File: src/rtl/axi_udp_pkg.sv
// ----------------------------------------------------------------------------
// axi_udp_pkg
// Shared types and constants for the ARP transmit scheduler.
//   ARP_OP_REQUEST / ARP_OP_REPLY : ARP opcodes placed on arp_opcode
//   MAC_BCAST                     : broadcast MAC used by announcements
//   sched_state_t                 : scheduler FSM state (also exported for debug)
//   arp_req_t                     : one queued reply target {mac, ip}
// ----------------------------------------------------------------------------
package axi_udp_pkg;

  localparam logic [15:0] ARP_OP_REQUEST = 16'h0001;
  localparam logic [15:0] ARP_OP_REPLY   = 16'h0002;
  localparam logic [47:0] MAC_BCAST      = 48'hffff_ffff_ffff;

  typedef enum logic [1:0] {
    ST_IDLE  = 2'd0,
    ST_START = 2'd1,
    ST_WAIT  = 2'd2,
    ST_GAP   = 2'd3
  } sched_state_t;

  typedef struct packed {
    logic [47:0] mac;
    logic [31:0] ip;
  } arp_req_t;

endpackage

File: src/rtl/axi_udp_arp_fifo.sv
// ----------------------------------------------------------------------------
// axi_udp_arp_fifo
// DEPTH-entry synchronous FIFO of arp_req_t holding pending ARP replies.
// Ports:
//   clk, aresetn : clock, asynchronous active-low reset (pointers/count only)
//   i_push       : write i_data (ignored when full)
//   i_data       : entry to write
//   i_pop        : drop the head entry (ignored when empty)
//   o_data       : head entry, valid whenever o_empty = 0
//   o_full       : DEPTH entries stored
//   o_empty      : no entries stored
// DEPTH must be a power of two >= 2 so the pointers wrap naturally.
// ----------------------------------------------------------------------------
module axi_udp_arp_fifo
  import axi_udp_pkg::*;
#(
  parameter int DEPTH = 4
) (
  input  logic     clk,
  input  logic     aresetn,
  input  logic     i_push,
  input  arp_req_t i_data,
  input  logic     i_pop,
  output arp_req_t o_data,
  output logic     o_full,
  output logic     o_empty
);

  localparam int AW = $clog2(DEPTH);
  localparam logic [AW:0] FULL_CNT = (AW + 1)'(DEPTH);

  arp_req_t      r_mem [DEPTH];
  logic [AW-1:0] r_wr_ptr;
  logic [AW-1:0] r_rd_ptr;
  logic [AW:0]   r_count;
  logic          w_push;
  logic          w_pop;

  assign o_full  = (r_count == FULL_CNT);
  assign o_empty = (r_count == '0);
  assign w_push  = i_push && !o_full;
  assign w_pop   = i_pop && !o_empty;
  assign o_data  = r_mem[r_rd_ptr];

  // Storage needs no reset: an entry is only read after it was written.
  always_ff @(posedge clk) begin
    if (w_push) begin
      r_mem[r_wr_ptr] <= i_data;
    end
  end

  always_ff @(posedge clk or negedge aresetn) begin
    if (!aresetn) begin
      r_wr_ptr <= '0;
      r_rd_ptr <= '0;
      r_count  <= '0;
    end else begin
      if (w_push) r_wr_ptr <= r_wr_ptr + 1'b1;
      if (w_pop)  r_rd_ptr <= r_rd_ptr + 1'b1;
      case ({w_push, w_pop})
        2'b10:   r_count <= r_count + 1'b1;
        2'b01:   r_count <= r_count - 1'b1;
        default: r_count <= r_count;
      endcase
    end
  end

endmodule

File: src/rtl/axi_udp_arp_sched.sv
// ----------------------------------------------------------------------------
// axi_udp_arp_sched
// Shares one ARP frame generator between queued replies, periodic gratuitous
// announcements and upper-layer queries. Issues one start pulse per frame,
// holds the frame arguments until the frame's last beat is accepted, then
// idles for GAP_CYCLES.
// Ports:
//   clk, aresetn                    : clock, asynchronous active-low reset
//   rpl_valid/rpl_ready/rpl_mac/ip  : reply request input (queued)
//   qry_valid/qry_ready/qry_ip      : query request input (not queued)
//   arp_start                       : one-cycle start pulse to the generator
//   arp_opcode/arp_dst_mac/arp_dst_ip : frame arguments, stable per frame
//   tx_tvalid/tx_tready/tx_tlast    : monitored generator output stream
//   busy                            : frame in flight or inter-frame gap
//   timeout_err                     : sticky frame-timeout flag
//   dbg_state                       : current scheduler state
// Handshakes: a request transfers on a rising clock edge where valid and
// ready are both 1. rpl_ready depends only on registers; qry_ready is high
// only in the idle cycle that selects the query and may depend on qry_valid.
// ----------------------------------------------------------------------------
module axi_udp_arp_sched
  import axi_udp_pkg::*;
#(
  parameter logic [15:0] IP_MSB          = 16'hc0a8,
  parameter logic [15:0] IP_LSB          = 16'h0602,
  parameter logic [31:0] ANNOUNCE_PERIOD = 32'd125000000,
  parameter logic [7:0]  GAP_CYCLES      = 8'd12,
  parameter logic [15:0] TIMEOUT_CYCLES  = 16'd4096,
  parameter int          RPL_DEPTH       = 4
) (
  input  logic         clk,
  input  logic         aresetn,
  input  logic         rpl_valid,
  output logic         rpl_ready,
  input  logic [47:0]  rpl_mac,
  input  logic [31:0]  rpl_ip,
  input  logic         qry_valid,
  output logic         qry_ready,
  input  logic [31:0]  qry_ip,
  output logic         arp_start,
  output logic [15:0]  arp_opcode,
  output logic [47:0]  arp_dst_mac,
  output logic [31:0]  arp_dst_ip,
  input  logic         tx_tvalid,
  input  logic         tx_tready,
  input  logic         tx_tlast,
  output logic         busy,
  output logic         timeout_err,
  output sched_state_t dbg_state
);

  sched_state_t r_state;
  logic [15:0]  r_opcode;
  logic [47:0]  r_dst_mac;
  logic [31:0]  r_dst_ip;
  logic [15:0]  r_to_cnt;
  logic [7:0]   r_gap_cnt;
  logic         r_timeout_err;
  logic [31:0]  r_ann_cnt;
  logic         r_ann_pending;
  logic         r_run;

  arp_req_t     w_head;
  logic         w_fifo_full;
  logic         w_fifo_empty;
  logic         w_push;
  logic         w_idle;
  logic         w_sel_rpl;
  logic         w_sel_ann;
  logic         w_sel_qry;
  logic         w_ann_tick;
  logic         w_last_beat;

  // Selection priority in idle: queued reply, pending announce, query.
  assign w_idle      = (r_state == ST_IDLE);
  assign w_sel_rpl   = w_idle && !w_fifo_empty;
  assign w_sel_ann   = w_idle && w_fifo_empty && r_ann_pending;
  assign w_sel_qry   = w_idle && w_fifo_empty && !r_ann_pending && qry_valid;
  assign w_ann_tick  = (ANNOUNCE_PERIOD != 32'd0) &&
                       (r_ann_cnt == ANNOUNCE_PERIOD - 32'd1);
  assign w_last_beat = tx_tvalid && tx_tready && tx_tlast;

  // r_run keeps rpl_ready low while reset is held, so every output is 0 in reset.
  assign rpl_ready   = r_run && !w_fifo_full;
  assign w_push      = rpl_valid && rpl_ready;
  assign qry_ready   = w_sel_qry;
  assign arp_start   = (r_state == ST_START);
  assign busy        = !w_idle;
  assign arp_opcode  = r_opcode;
  assign arp_dst_mac = r_dst_mac;
  assign arp_dst_ip  = r_dst_ip;
  assign timeout_err = r_timeout_err;
  assign dbg_state   = r_state;

  axi_udp_arp_fifo #(
    .DEPTH (RPL_DEPTH)
  ) u_rpl_fifo (
    .clk     (clk),
    .aresetn (aresetn),
    .i_push  (w_push),
    .i_data  ({rpl_mac, rpl_ip}),
    .i_pop   (w_sel_rpl),
    .o_data  (w_head),
    .o_full  (w_fifo_full),
    .o_empty (w_fifo_empty)
  );

  // Announce timer. A tick in the same cycle an announce is selected re-arms
  // the flag, so that tick is not lost.
  always_ff @(posedge clk or negedge aresetn) begin
    if (!aresetn) begin
      r_ann_cnt     <= '0;
      r_ann_pending <= 1'b1;
      r_run         <= 1'b0;
    end else begin
      r_run <= 1'b1;
      if (ANNOUNCE_PERIOD != 32'd0) begin
        r_ann_cnt <= w_ann_tick ? 32'd0 : r_ann_cnt + 32'd1;
      end
      r_ann_pending <= w_ann_tick || (r_ann_pending && !w_sel_ann);
    end
  end

  always_ff @(posedge clk or negedge aresetn) begin
    if (!aresetn) begin
      r_state       <= ST_IDLE;
      r_opcode      <= '0;
      r_dst_mac     <= '0;
      r_dst_ip      <= '0;
      r_to_cnt      <= '0;
      r_gap_cnt     <= '0;
      r_timeout_err <= 1'b0;
    end else begin
      case (r_state)
        ST_IDLE: begin
          if (w_sel_rpl) begin
            r_opcode  <= ARP_OP_REPLY;
            r_dst_mac <= w_head.mac;
            r_dst_ip  <= w_head.ip;
            r_state   <= ST_START;
          end else if (w_sel_ann) begin
            r_opcode  <= ARP_OP_REQUEST;
            r_dst_mac <= MAC_BCAST;
            r_dst_ip  <= {IP_MSB, IP_LSB};
            r_state   <= ST_START;
          end else if (w_sel_qry) begin
            r_opcode  <= ARP_OP_REQUEST;
            r_dst_mac <= '0;
            r_dst_ip  <= qry_ip;
            r_state   <= ST_START;
          end
        end
        ST_START: begin
          r_to_cnt <= '0;
          r_state  <= ST_WAIT;
        end
        ST_WAIT: begin
          // A last beat in the final timeout cycle still counts as success.
          if (w_last_beat) begin
            r_gap_cnt <= '0;
            r_state   <= ST_GAP;
          end else if (r_to_cnt == TIMEOUT_CYCLES - 16'd1) begin
            r_timeout_err <= 1'b1;
            r_gap_cnt     <= '0;
            r_state       <= ST_GAP;
          end else begin
            r_to_cnt <= r_to_cnt + 16'd1;
          end
        end
        ST_GAP: begin
          if ((GAP_CYCLES == 8'd0) || (r_gap_cnt == GAP_CYCLES - 8'd1)) begin
            r_state <= ST_IDLE;
          end else begin
            r_gap_cnt <= r_gap_cnt + 8'd1;
          end
        end
        default: r_state <= ST_IDLE;
      endcase
    end
  end

endmodule

File: config.mk
export PLATFORM = sky130hd
export DESIGN_NAME = axi_udp_arp_sched
export DESIGN_NICKNAME = d
export VERILOG_FILES = /design/src/rtl/axi_udp_pkg.sv /design/src/rtl/axi_udp_arp_fifo.sv /design/src/rtl/axi_udp_arp_sched.sv
export SDC_FILE = /design/constraint.sdc
export NUM_CORES = 1
export LEC_CHECK = 0
export ABC_AREA = 1
export CORE_MARGIN = 5
export CORE_UTILIZATION = 50
export CTS_BUF_LIST = sky130_fd_sc_hd__clkbuf_16
export DETAILED_ROUTE_END_ITERATION = 12
export GPL_TIMING_DRIVEN = 0
export PLACE_DENSITY = 0.69
export SETUP_SLACK_MARGIN = 0.1
export SKIP_LAST_GASP = 1
export SLEW_MARGIN = 20
export SYNTH_ARGS = -nofsm -noshare
export SYNTH_HDL_FRONTEND = slang
export SYNTH_HIERARCHICAL = 1
export SYNTH_SLANG_ARGS = --single-unit
File: constraint.sdc
create_clock -name clk -period 6.05 [get_ports clk]
set_clock_uncertainty 0.05 [all_clocks]
set_input_delay 1.21 -clock clk [delete_from_list [all_inputs] [get_ports clk]]
set_output_delay 1.21 -clock clk [all_outputs]
set_load 0.1 [all_outputs]
* Yosys cells after proc, flatten, opt, wreduce, memory -nomap -nowiden *
Memory sizes are Yosys's and may differ from the RTL's.
Cells that the tools add are included.

word-level totals
  output and inout bits = 103
  RAM bits = 320
  memories kept = 1
  register bits = 164

memories
  name              words  bits a word  rd ports  clocked after Yosys merged registers in  write ports  line                    text
  u_rpl_fifo.r_mem  4      80           1         0                                        1            axi_udp_arp_fifo.sv:32  arp_req_t r_mem [DEPTH];

cells by class
  bitwise operators = 1
  equality and inequality tests = 15
  muxes and demuxes = 27
  add/sub/neg operators = 7
  reductions and logical operators = 29

operators with widths
  kind                                                                     count
  48-bit 2-to-1 mux                                                        3
  32-bit 2-to-1 mux                                                        4
  16-bit 2-to-1 mux                                                        5
  32-bit by 1-bit adder with 32-bit output, second input constant          1
  32-bit by 27-bit equality test with 1-bit output, second input constant  1
  16-bit one-hot mux with 2 select lines                                   1
  8-bit 2-to-1 mux                                                         3
  16-bit by 1-bit adder with 16-bit output, second input constant          1
  16-bit by 12-bit equality test with 1-bit output, second input constant  1
  8-bit one-hot mux with 2 select lines                                    1
  1-bit logical AND                                                        12
  2-bit 2-to-1 mux                                                         6
  3-bit AND reduction                                                      4
  8-bit by 1-bit adder with 8-bit output, second input constant            1
  8-bit by 4-bit equality test with 1-bit output, second input constant    1
  2-bit inequality test, second input constant                             4
  2-bit one-hot mux with 4 select lines                                    1
  2-bit equality test, second input constant                               3
  3-bit one-hot mux with 2 select lines                                    1
  2-bit nonzero test                                                       3
  1-bit logical NOT                                                        5
  2-bit by 1-bit adder with 2-bit output, second input constant            2
  2-bit by 1-bit equality test with 1-bit output, second input constant    2
  4-bit by 2-bit inequality test with 1-bit output, second input constant  1
  11 further kinds                                                         12

* Depth between registers and ports, before layout *
Gate-level depths: netlist of the first run.

  word-level depth = 8
  depth in mapped cells = 15
  gate-level depth less buffers = 14

* By module *
The synthesis of the first run kept the hierarchy.

by module, submodules not included
  module             cells each  seq. area each (µm²)  area an instance (µm²)  instances
  axi_udp_arp_fifo   994         9,784.4               13,223.9                1
  axi_udp_arp_sched  930         3,579.7               7,163.1                 1

* Least setup slack after synthesis of the first run *
Ideal clock, no wire load.

  path kind = input to register
  from = input rpl_valid
  to = memory u_rpl_fifo/r_mem[0][0] in the netlist's numbering, enable pin
  data arrival time = 5.040 ns
  data required time = 5.481 ns
  slack = 0.440 ns
  setup time = 0.519 ns
  cell stages on the path = 3
  path through = nor3b_1 nand2_1 nor2_1

between the ends
  word-level cells in the longest chain between the ends = 4

RTL lines
  item                                    line                     text
  from (decl)                             axi_udp_arp_sched.sv:33  input logic rpl_valid,
  1-bit logical AND                       axi_udp_arp_sched.sv:85  assign w_push = rpl_valid && rpl_ready;
  1-bit logical AND                       axi_udp_arp_fifo.sv:41   assign w_push = i_push && !o_full;
  1-bit 2-to-1 mux                        axi_udp_arp_fifo.sv:47   if (w_push) begin
  1-bit 2-to-1 mux (not written as such)  axi_udp_arp_fifo.sv:48   r_mem[r_wr_ptr] <= i_data;
  to (decl)                               axi_udp_arp_fifo.sv:32

Every way passes these cells.

* Worst setup path after layout of the first run *
  from = input qry_valid
  to = output qry_ready

between the ends
  word-level cells in the longest chain between the ends = 1

RTL lines
  item               line                     text
  from (decl)        axi_udp_arp_sched.sv:37  input logic qry_valid,
  1-bit logical AND  axi_udp_arp_sched.sv:78  assign w_sel_qry = w_idle && w_fifo_empty && !r_ann_pending && qry_valid;
  to (decl)          axi_udp_arp_sched.sv:38  output logic qry_ready,

Every way passes these cells.

==> results of run 1 <==
-- area by class of cell --
cell class              instances  area (µm²)
diodes                          7        17.5
plain buffers                  98         714
clock buffers                  51        1280
clock inverters                41         309
fillers                      3277       15300
inverters                     249         935
multi-input cells            1120        5450
flip-flops and latches        470       13400
well taps                     532         666
repair buffers                225        2520
-- power breakdown --
group	leakage [nW]	internal, mW	switching, mW	total, mW
combinational	5.05	1.64	4.52	6.16
clock	0.842	1.73	1.21	2.94
sequential	4.82	4.01	0.241	4.25
-- metal layers --
layer  vias up  wire length (µm)  part of all wire
met2       409             24500              0.48
met5         -                60            0.0012
li1       6986                 -                 -
met3       106              3510             0.068
met1      6942             21500              0.42
met4        12              1760             0.034
-- cell families after synthesis --
logic type / count (synthesis) / share of synthesized area
other: 2 / 0.000368
AND/OR/NAND/NOR: 865 / 0.174
adder cells (fa/ha/maj): 14 / 0.00896
AO/OA/AOI/OAI: 202 / 0.0701
XOR/XNOR: 24 / 0.0103
buffers and inverters: 347 / 0.0809
flip-flops: 470 / 0.656
-- cell usage after synthesis --
library cell    n
inv_2           8
buf_2          28
or2_1           1
conb_1          2
inv_1         241
nand3_1       148
nand2_1       580
dfstp_2         1
o211ai_1      160
xnor2_1        11
nand3b_1        3
xor2_1         13
nor3b_1         1
fa_1            1
clkbuf_1       18
buf_4          17
or2_2           5
nor2_2          2
o21bai_1        3
nor3_1          8
nand4_1        15
o21ai_0        16
o21ai_1        14
dfrtp_1       149
nor2_1         96
edfxtp_1      320
nand2_2         3
buf_6          33
buf_1           2
nor2_4          1
nand2_4         2
o22ai_1         8
a21oi_1         1
ha_1           13
-- state kept, by name, summed over array words and instances, names as in the netlist --
| signal | cells |
|---|---|
| arp_dst_ip | 32 |
| arp_dst_mac | 48 |
| arp_opcode | 2 |
| dbg_state | 2 |
| r_ann_cnt | 32 |
| r_ann_pending | 1 |
| r_gap_cnt | 8 |
| r_run | 1 |
| r_to_cnt | 16 |
| timeout_err | 1 |
| u_rpl_fifo/r_count | 3 |
| u_rpl_fifo/r_mem | 320 |
| u_rpl_fifo/r_rd_ptr | 2 |
| u_rpl_fifo/r_wr_ptr | 2 |
-- worst max path at each step --
| stage | start | endpoint | slack (ns) | cells past startpoint |
|---|---|---|---|---|
| floorplan | rpl_valid | u_rpl_fifo/r_mem[0][0]$_DFFE_PP_ | 0.44 | 3 |
| global placement | rpl_valid | u_rpl_fifo/r_mem[0][29]$_DFFE_PP_ | -3.29 | 4 |
| detailed placement | qry_valid | qry_ready | 1.00 | 5 |
| CTS | qry_valid | qry_ready | 0.99 | 5 |
| global route | qry_valid | qry_ready | 0.89 | 5 |
| finish | qry_valid | qry_ready | 0.96 | 5 |
==> results_dict.tcl, run 1 <==
set metrics [dict create \
    ctsHoldBuffers 0 \
    ctsResizeCount 0 \
    busiest_layer "met2" \
    fin_util 0.623 \
    pre_cts_slack_ns 1.00 \
    whs_endpoint "timeout_err$_DFFE_PN0P_" \
    ir_worst_vdd_mv 0.491 \
    grt_pass1_wl_um 79600 \
    port_buffers 207 \
    cts.sinks 470 \
    num_io_pins 222 \
    num_vias 14500 \
    synthCells 1924 \
    grt_use_met3 0.0514 \
    grt_pass1_vias 14500 \
    drt-initial-drc-count 1029 \
    synthTopCellsByArea "edfxtp_1 47%, dfrtp_1 18%, nand2_1 11%" \
    end_kind "output pin" \
    cellPowerDensity_nw_per_um2 529 \
    grt_use_total 0.229 \
    cts_tree "done" \
    slew_viol_final 0 \
    dr.pass1.iters 5 \
    post_cts_buffers 0 \
    placed_cells 2694 \
    drv_cap 0 \
    ys_types 34 \
    hold_violations 0 \
    synth_warnings 6 \
    place_area_um2 23700 \
    timing.hold.ws_ns 0.425 \
    crit_slowest_cell "clkdlybuf4s50_1" \
    power_mw 13.4 \
    ys_ff_latch 470 \
    criticalPathCategory "in -> out" \
    met2_usage 0.370 \
    slew_headroom 0.282 \
    setup_viol 0 \
    setup_ws_ns 0.963 \
    cts_made_buffers 49 \
    yosys.area.top_type "edfxtp_1" \
    die_area_um2 44900 \
    crit_path_start_kind "input port" \
    areaGrowthSynthToFinish_pct 23.9 \
    leakage_nw 10.7 \
    hold_path_startpoint "timeout_err$_DFFE_PN0P_" \
    die_h_um 212 \
    arrival_ns 3.83 \
    clk_latency_ns 0.58 \
    drcViolationCount 0 \
    drive_above_1_share 0.0856 \
    hold_class "reg -> reg" \
    mostFrequentLayoutCells "580 x nand2_1, 320 x edfxtp_1, 256 x inv_1" \
    worstReg2RegStart "u_rpl_fifo/r_count[1]$_DFFE_PN0P_" \
    clockBufferDepth 3 \
    outcome "finished clean" \
    min_period_ns 5.09 \
    start_util 0.503 \
    met1_usage 0.304 \
    fmax_mhz 197 \
    htree_levels 2 \
    ant_nets 0 \
    antenna_found_initial 13 \
    ff2ff_path_depth 11 \
    grt_max_degree 87 \
    crit_path_frequent_cell "clkdlybuf4s50_1" \
    rows 74 \
    vias_per_cell 5.18 \
    drt-total-wl_um 51300 \
    avgSynthCellArea_um2 10.6 \
    synth.cell_area_um2 20400 \
    dpl.hpwl_um 35100 \
    synth_top_area_frac 0.471 \
    max_stage_delay_ns 1.24 \
    grt-ovfl-total 0 \
    cts.clk_slew.worst_paths_ns 0.05 \
    fin_tns_setup_ns 0 \
    cp.required_ns 4.79 \
    finalCritPeriodShare 0.841 \
    crit_family "buffers and inverters" \
    r2r-end "u_rpl_fifo/r_mem[3][29]$_DFFE_PP_" \
    crit_chain "clkdlybuf4s50_1, nand4_1, inv_2, clkbuf_1, clkdlybuf4s50_1" \
    ys_seq_area_frac 0.656 \
    final_cell_count_no_fill 2793 \
    cp_max_fo 10 \
    holdPathStages 1 \
    rsz0062_at_grt "false" \
    final_common_cell "nand2_1" \
    chipWidth_um 212 \
    nNetsFinal 2346 \
    wl_per_cell_um 18.4 \
    design_area_um2 25300 \
    gp_congestion 0.866 \
    path_buf_inv 4 \
    design.core.area_um2 40600 \
    rrSetupSlack_ns 2.76 \
    cts_root_buf "clkbuf_16" \
    tightest_slew_ns 1.07 \
]
Power figures use the tool's default switching activity.
==> run 2: changes to the inputs <==
clock period = 4.99 ns   (was 6.05 ns; I/O delays follow)
==> results of run 2 <==
The final DEF is identical to that of run 1. Status: finished clean.
Main changes from that run: setup slack after placement 1.00 ns -> 0.367 ns; clock-pin slew on the worst setup and hold paths 0.05 ns -> 0.06 ns; setup slack after layout 0.963 ns -> 0.327 ns; hold slack 0.425 ns -> 0.313 ns; register-to-register setup slack 2.76 ns -> 1.70 ns; total power 13.4 mW -> 16.2 mW; worst IR drop on VDD 0.491 mV -> 0.596 mV
==> run 3: changes to the inputs <==
CAP_MARGIN = 20   (was unset)
SYNTH_HIERARCHICAL = unset   (was 1)
==> results_dict.tcl, run 3 <==
set metrics [dict create \
    outcome "finished clean" \
    drt-initial-drc-count 1113 \
    setup_ws_ns 0.888 \
    fmax_mhz 244 \
    synth_top_flop_cell "edfxtp_1" \
    largest_register_ffs 320 \
    synth_mux_area_frac 0.000575 \
    rsz0062_at_grt "false" \
    timing.hold.ws_ns 0.324 \
    grt_use_total 0.228 \
    top_register "u_rpl_fifo.r_mem" \
    vias_per_cell 5.35 \
    setup_viol 0 \
    ys_async_sr_fraction 0.319 \
    design.core.area_um2 38700 \
    drcViolationCount 0 \
    synthSimpleGateAreaFrac 0.174 \
    synthCells 1773 \
    cts_root_buf "clkbuf_16" \
    synthTopCellsByArea "edfxtp_1 49%, dfrtp_1 19%, nand2_1 5.8%" \
    min_period_ns 4.10 \
    crit_slowest_cell "clkdlybuf4s50_1" \
    pre_cts_slack_ns 1.13 \
    die_h_um 208 \
    cp_max_fo 5 \
    synth_warnings 0 \
    leakage_nw 9.36 \
    criticalPathCategory "reg -> out" \
    cp.required_ns 3.94 \
    cp-startpoint "dbg_state[1]$_DFFE_PN0P_" \
    areaGrowthSynthToFinish_pct 24.3 \
    num_io_pins 222 \
    slew_headroom 0.269 \
    cts.clk_slew.worst_paths_ns 0.06 \
    ir_worst_vdd_mv 0.794 \
    final_common_cell "edfxtp_1" \
    fin_util 0.628 \
    gp_congestion 0.879 \
    mostFrequentLayoutCells "320 x edfxtp_1, 304 x nand2_1, 272 x nor2_1" \
    grt-ovfl-total 0 \
    drv_cap 0 \
    place_area_um2 22800 \
    hold_violations 0 \
    crit_family "buffers and inverters" \
    port_buffers 207 \
    synth_top_area_frac 0.491 \
    post_cts_buffers 0 \
    start_util 0.506 \
    synthXorXnorAreaFrac 0.0103 \
    yosys.area.top_type "edfxtp_1" \
    synth_top_family_by_area "simple AND/OR/NAND/NOR gates" \
    design_area_um2 24300 \
    end_kind "output pin" \
    dpl.hpwl_um 34300 \
    clk_latency_ns 0.59 \
    cellPowerDensity_nw_per_um2 661 \
    grt_pass1_vias 14100 \
    ant_nets 0 \
    antenna_found_initial 9 \
    arrival_ns 3.05 \
    drt-total-wl_um 50300 \
    num_vias 14000 \
    crit_path_frequent_cell "inv_1" \
    cts_tree "done" \
    rrSetupSlack_ns 2.17 \
    synth_edf_count 320 \
    nNetsFinal 2193 \
    chipWidth_um 208 \
    crit_chain "inv_1, ha_1, inv_1, nor2_2, inv_1, nor2_1, clkdlybuf4s50_1" \
    max_stage_delay_ns 1.15 \
    ys_seq_area_frac 0.682 \
    path_buf_inv 4 \
    slew_viol_final 0 \
    clockBufferDepth 3 \
    avgSynthCellArea_um2 11.0 \
    drive_above_1_share 0.0910 \
    ys_ff_latch 470 \
    synthTopCellsByCount "320 x edfxtp_1, 304 x nand2_1, 276 x nor2_1" \
    finalCritPeriodShare 0.822 \
    rows 72 \
    synth.cell_area_um2 19600 \
    fillCellCount 3036 \
    worstReg2RegStart "dbg_state[1]$_DFFE_PN0P_" \
    ctsResizeCount 0 \
    grt_max_degree 82 \
    grt_pass1_wl_um 78700 \
    cts.sinks 470 \
    die_area_um2 43200 \
    post_synth_fa_ha_maj_area_fraction 0.00933 \
    ctsHoldBuffers 0 \
    ys_types 42 \
    dr.pass1.iters 5 \
    tightest_slew_ns 1.09 \
    synth_compound_gate_area_share 0.0790 \
    synth.most_common_cell "edfxtp_1" \
    hold_class "in -> async" \
    cts_made_buffers 49 \
    crit_path_start_kind "register" \
    wl_per_cell_um 19.2 \
    htree_levels 2 \
]
-- run 3: metal layers --
metal,part of all wire,routed length [µm],track usage
met2,0.48,24100,0.378
met4,0.023,1150,0.0636
met5,0.0020,99,0
met1,0.42,21200,0.308
met3,0.075,3780,0.0508
-- run 3: kinds of logic (layout without fill, tap and decap cells) --
group                    after synthesis  count (layout)
AND/OR/NAND/NOR                      798             798
adder cells (fa/ha/maj)               14              14
other                                  2              16
flip-flops                           470             470
XOR/XNOR                              23              23
multiplexers                           1               1
buffers and inverters                186             500
AO/OA/AOI/OAI                        279             279
-- run 3: path summary, 6_finish.rpt --
| check | end | depth (start not counted) |
|---|---|---|
| min in group clk | timeout_err$_DFFE_PN0P_ | 1 |
| max in group asynchronous | arp_dst_mac[14]$_DFFE_PN0P_ | 2 |
| hold / removal | r_ann_cnt[8]$_DFF_PN0_ | 1 |
| setup / recovery | qry_ready | 7 |
| setup reg to reg | u_rpl_fifo.r_count[1]$_DFFE_PN0P_ | 9 |
| hold reg to reg | timeout_err$_DFFE_PN0P_ | 1 |
-- run 3: stage by stage --
stage,total power [mW],TNS (ns),cells
final,16.1,0,2619
after global routing,16.9,0,2618
after CTS,16.2,0,2618
after detailed placement,12.6,0,2527
after global placement,12.5,-560.67,2511
after floorplan,10.4,0,1786
-- run 3: where the power goes --
group / total, mW / leakage [nW] / internal [mW] / switching, mW
Clock: 3.53 / 0.815 / 2.03 / 1.50
Sequential: 5.20 / 4.80 / 4.88 / 0.319
Combinational: 7.36 / 3.74 / 1.87 / 5.49
Total: 16.1 / 9.36 / 8.78 / 7.31
-- run 3: area by class of cell --
class | count | area, µm² | area share
Buffer | 99 | 533 | 0.0219
Clock inverter | 41 | 313 | 0.0129
Timing Repair Buffer | 223 | 2460 | 0.101
Sequential cell | 470 | 13400 | 0.549
Antenna cell | 1 | 2.50 | 0.000103
Multi-Input combinational cell | 1130 | 5440 | 0.223
Clock buffer | 50 | 1250 | 0.0514
Inverter | 87 | 329 | 0.0135
Tap cell | 518 | 648 | 0.0266
==> variant 1: new RTL, flow settings as in run 1 <==
The parameter `RPL_DEPTH` goes from 4 to 2.
--- a/src/rtl/axi_udp_arp_sched.sv
+++ b/src/rtl/axi_udp_arp_sched.sv
@@ -26,7 +26,7 @@
   parameter logic [31:0] ANNOUNCE_PERIOD = 32'd125000000,
   parameter logic [7:0]  GAP_CYCLES      = 8'd12,
   parameter logic [15:0] TIMEOUT_CYCLES  = 16'd4096,
-  parameter int          RPL_DEPTH       = 4
+  parameter int          RPL_DEPTH       = 2
 ) (
   input  logic         clk,
   input  logic         aresetn,
Behaviour: not the same (a bounded check fails within 4 cycles, from zero or initial values and one cycle with aresetn low).
==> variant 1 against run 1 <==
- area after synthesis is 31% lower
- largest power group unchanged
- highest routed layer unchanged
- setup slack better by 0.11 ns
- maximum frequency is 2.2% higher
- via count is 30% lower
- wire length is 35% lower
- cell area is 29% lower
- power is 26% lower
- synthesized cell count is 28% lower
- global-route usage is 1.5 points lower
- sequential cell count is 163 lower
- sequential power is 31% lower
- register-to-register slack better by 0.71 ns
==> variant 1: results (changes against run 1) <==
* Status: completed
* Async SR Flop Fraction at 47.9% (+16 points)
* Cell Area, Placed at 16900 um2 (-29%)
* Post-synthesis sequential area ratio at 60.0% (-5.5 points)
* Critical Path AT at 3.72 ns (-0.11 ns)
* #MultiIn Comb at 943 (-16%)
* Post-synth EDFFs at 160 (-50%)
* GPL Wtd Cong at 0.894 (+3.2%)
* Share of cells above drive strength 1 at 17.1% (+8.5 points)
* Largest register FFs at 160 (-50%)
* Non-clk buf share at 14.9% (+2.1 points)
* Sequential cell count at 307 (-35%)
* Clock network area share at 6.19% (-0.086 points)
* Pin count of the biggest net entering global routing at 82 (-5.7%)
* Post-synthesis compound-gate area fraction at 1.61% (-5.4 points)
* Filler instances at 2271 (-31%)
* Gr usage total at 21.5% (-1.5 points)
* Final core utilization at 64.6% (+2.3 points)
* Grt met1 use at 27.1% (-3.3 points)
* M2 GR Usage at 36.9% (-0.095 points)
* Die ar. at 31700 um2 (-29%)
* Reg2reg setup slack at 3.47 ns (+0.71 ns)
* Most frequent cells after synthesis: 410 x nand2_1, 160 x edfxtp_1, 146 x dfrtp_1, 145 x nand3_1, 97 x nor2_1
* Non-Filler Instances at 2046 (-27%)
* Nets at 1768 (-25%)
* Period utilisation layout at 82.3% (-1.8 points)
* Worst slew pin tran at 1.07 ns (-0.000972 ns)
* Clkbuf count at 36 (-29%)
* ANT cells at 2 (-5)
* Area contributors post-synth: edfxtp_1 34%, dfrtp_1 26%, nand2_1 11%, nand2_4 6.5%, nand3_1 5.1%
* Vias at 10062 (-30%)
* Worst r2r src: dbg_state[0]
* Adder-Cell Fraction of Synth Area at 0.797% (-0.099 points)
* Post-Synth XOR/XNOR Area at 1.61% (+0.58 points)
-- variant 1: changes by cell type after synthesis, moves of 8 or more --
cell,change
nand2_1,-170
buf_6,-29
nand2_2,+80
o211ai_1,-160
edfxtp_1,-160
buf_2,-12
inv_1,-170
buf_12,+8
nand2_4,+80
-- variant 1: power by group --
part | internal (mW) | switching (mW) | leakage (nW)
sequential | 2.67 | 0.257 | 3.36
clock | 1.21 | 0.833 | 0.569
combinational | 1.28 | 3.65 | 3.95
total | 5.16 | 4.74 | 7.88
-- variant 1: how the worst min path moves through the flow --
stage | slack (ns) | cells after the start | endpoint
final | 0.43 | 1 | timeout_err
after global routing | 0.45 | 2 | arp_dst_ip[6]
after detailed placement | 0.41 | 1 | timeout_err
after global placement | 0.40 | 2 | u_rpl_fifo/r_count[1]
after floorplan | 0.39 | 2 | u_rpl_fifo/r_count[1]
after CTS | 0.43 | 2 | u_rpl_fifo/r_count[1]
==> variant 2: new RTL, config.mk and constraints of run 1 <==
Without the edit above. Register the output `timeout_err` once more; this adds one clock of latency there. The other outputs are not delayed to match.
--- a/src/rtl/axi_udp_arp_sched.sv
+++ b/src/rtl/axi_udp_arp_sched.sv
@@ -89,7 +89,9 @@
   assign arp_opcode  = r_opcode;
   assign arp_dst_mac = r_dst_mac;
   assign arp_dst_ip  = r_dst_ip;
-  assign timeout_err = r_timeout_err;
+  always_ff @(posedge clk) begin
+    timeout_err <= r_timeout_err;
+  end
   assign dbg_state   = r_state;
 
   axi_udp_arp_fifo #(
Behaviour: same outputs for any inputs over 4 cycles, from zero or initial values and one cycle with aresetn low; that may be too few to reach the edited logic, so the function may still have changed.
==> variant 2 against run 1 <==
- cell area increased by 0.35%
- largest cell class unchanged
- via count increased by 0.71%
- power increased by 0.85%
- synthesized cell count is essentially flat
- highest routed layer unchanged
- non-clock buffer count unchanged
- wire length increased by 0.36%
- critical endpoint unchanged
- maximum frequency rose by 0.43%
- critical path depth did not move
- setup slack improved by 0.022 ns
- sequential cell count grew 1
- first-iteration DRC count increased by 9.3%
- area after synthesis about the same
==> variant 2: results (changes against run 1) <==
* First-pass GRT wire length at 80.4 mm (+0.91%)
* NetSw at 6.02 mW (+0.71%)
* Reg2reg setup slack at 2.60 ns (-0.16 ns)
* Worst r2r src: u_rpl_fifo/r_count[0]
* Nets at 2348 (+0.085%)
* Synth Warn # at 6 (unchanged)
* Critical Path Max Stage Delay at 1.22 ns (-0.02 ns)
* Total CTS buffers at 50 (+2.0%)
* Post-synth cell types at 35 (+2.9%)
* Hold slack at 0.338 ns (-0.0867 ns)
* Hold Path Sink: timeout_err
* Critical Path AT at 3.81 ns (-0.02 ns)
* Min-Delay Path Depth at 0 (-1)
* Placed cells at 2695 (+0.037%)
* Status: completed
* Reg-to-Reg End: u_rpl_fifo/r_mem[2][31]
* Detailed Place HPWL at 35.5 mm (+1.2%)
* Drt via density at 5.21 (+0.74%)
* Slew margin rel. at 30.5% (+2.3 points)
* Post-synthesis sequential area ratio at 65.6% (about the same)
* Max VDD drop at 0.000445 V (-9.5%)
* Number of global-route vias before repair at 14659 (+1.2%)
* Area contributors post-synth: edfxtp_1 47%, dfrtp_1 18%, nand2_1 11%, o211ai_1 5.9%, inv_1 4.4%
* Detailed-router iteration count before antenna repair at 6 (+1)
* Place WS at 1.02 ns (+0.0180 ns)
* DR WL/cell at 18.5 um (+0.39%)
* Register with the most flip-flops: u_rpl_fifo/r_mem
* Crit path max fanout at 10 (unchanged)
* R2R depth at 9 (-2)
* Pin count of the biggest net entering global routing at 93 (+6.9%)
* CP startpoint: qry_valid
* Async SR Flop Fraction at 31.8% (-0.068 points)
* Cell Area, Placed at 23700 um2 (+0.17%)
* Share of cells above drive strength 1 at 8.87% (+0.30 points)
* Filler instances at 3266 (-0.34%)
* GPL Wtd Cong at 0.884 (+2.1%)
* CP top delay family: buffers and inverters
* Largest register FFs at 320 (unchanged)
* Initial antenna violation count at 11 (-2)
* Pleak at 10.7 nW (+0.14%)
* Drt total wl at 51.5 mm (+0.36%)
* Post-synth EDFFs at 320 (unchanged)
* Top cell type's share of synthesized area at 47.1% (about the same)
* Syn Area/Cell at 10.6 um2 (about the same)
* Hold Startpoint: r_timeout_err
* Gr usage total at 22.9% (about the same)
* Number of DRC markers in iteration 0 at 1125 (+9.3%)
[variant 2: worst max-delay path by stage]
stage | endpoint | slack [ns] | depth (start not counted)
2_1_floorplan | u_rpl_fifo/r_mem[0][0] | 0.44 | 3
3_3_place_gp | u_rpl_fifo/r_mem[2][31] | -3.30 | 4
3_5_place_dp | qry_ready | 1.02 | 5
4_1_cts | qry_ready | 1.01 | 5
5_1_grt | qry_ready | 0.86 | 5
6_report | qry_ready | 0.98 | 5
[variant 2: power by group through the flow]
| stage | registers, mW | logic, mW | clock network [mW] |
|---|---|---|---|
| 6_report | 4.25 | 6.18 | 3.04 |
| 5_1_grt | 4.31 | 6.58 | 3.24 |
| 4_1_cts | 4.26 | 6.21 | 3.11 |
| 3_5_place_dp | 4.31 | 6.18 | 0 |
| 3_3_place_gp | 4.36 | 5.98 | 0 |
| 2_1_floorplan | 6.25 | 2.39 | 0 |
[variant 2: area by class of cell]
cell class              count  area [um2]  area share, %
diodes                      4        10.0         0.0395
multi-input cells        1120        5450           21.5
clock inverters            42         364           1.44
clock buffers              51        1280           5.04
repair buffers            225        2540           10.0
well taps                 532         666           2.63
inverters                 249         935           3.69
flip-flops and latches    471       13400           52.8
plain buffers              98         714           2.82
[variant 2: layer usage]
| layer | track usage [%] | wire (um) |
|---|---|---|
| met1 | 30.9 | 22000 |
| met2 | 37.1 | 24200 |
| met3 | 5.03 | 3500 |
| met4 | 8.15 | 1690 |
| met5 | 0 | 83 |
[variant 2: cells by family after synthesis]
| logic type | synth area share [%] |
|---|---|
| AO/OA/AOI/OAI | 7.00 |
| XOR/XNOR | 1.03 |
| adder cells (fa/ha/maj) | 0.895 |
| buffers and inverters | 8.08 |
| flip-flops | 65.6 |
| other | 0.0368 |
| AND/OR/NAND/NOR | 17.4 |
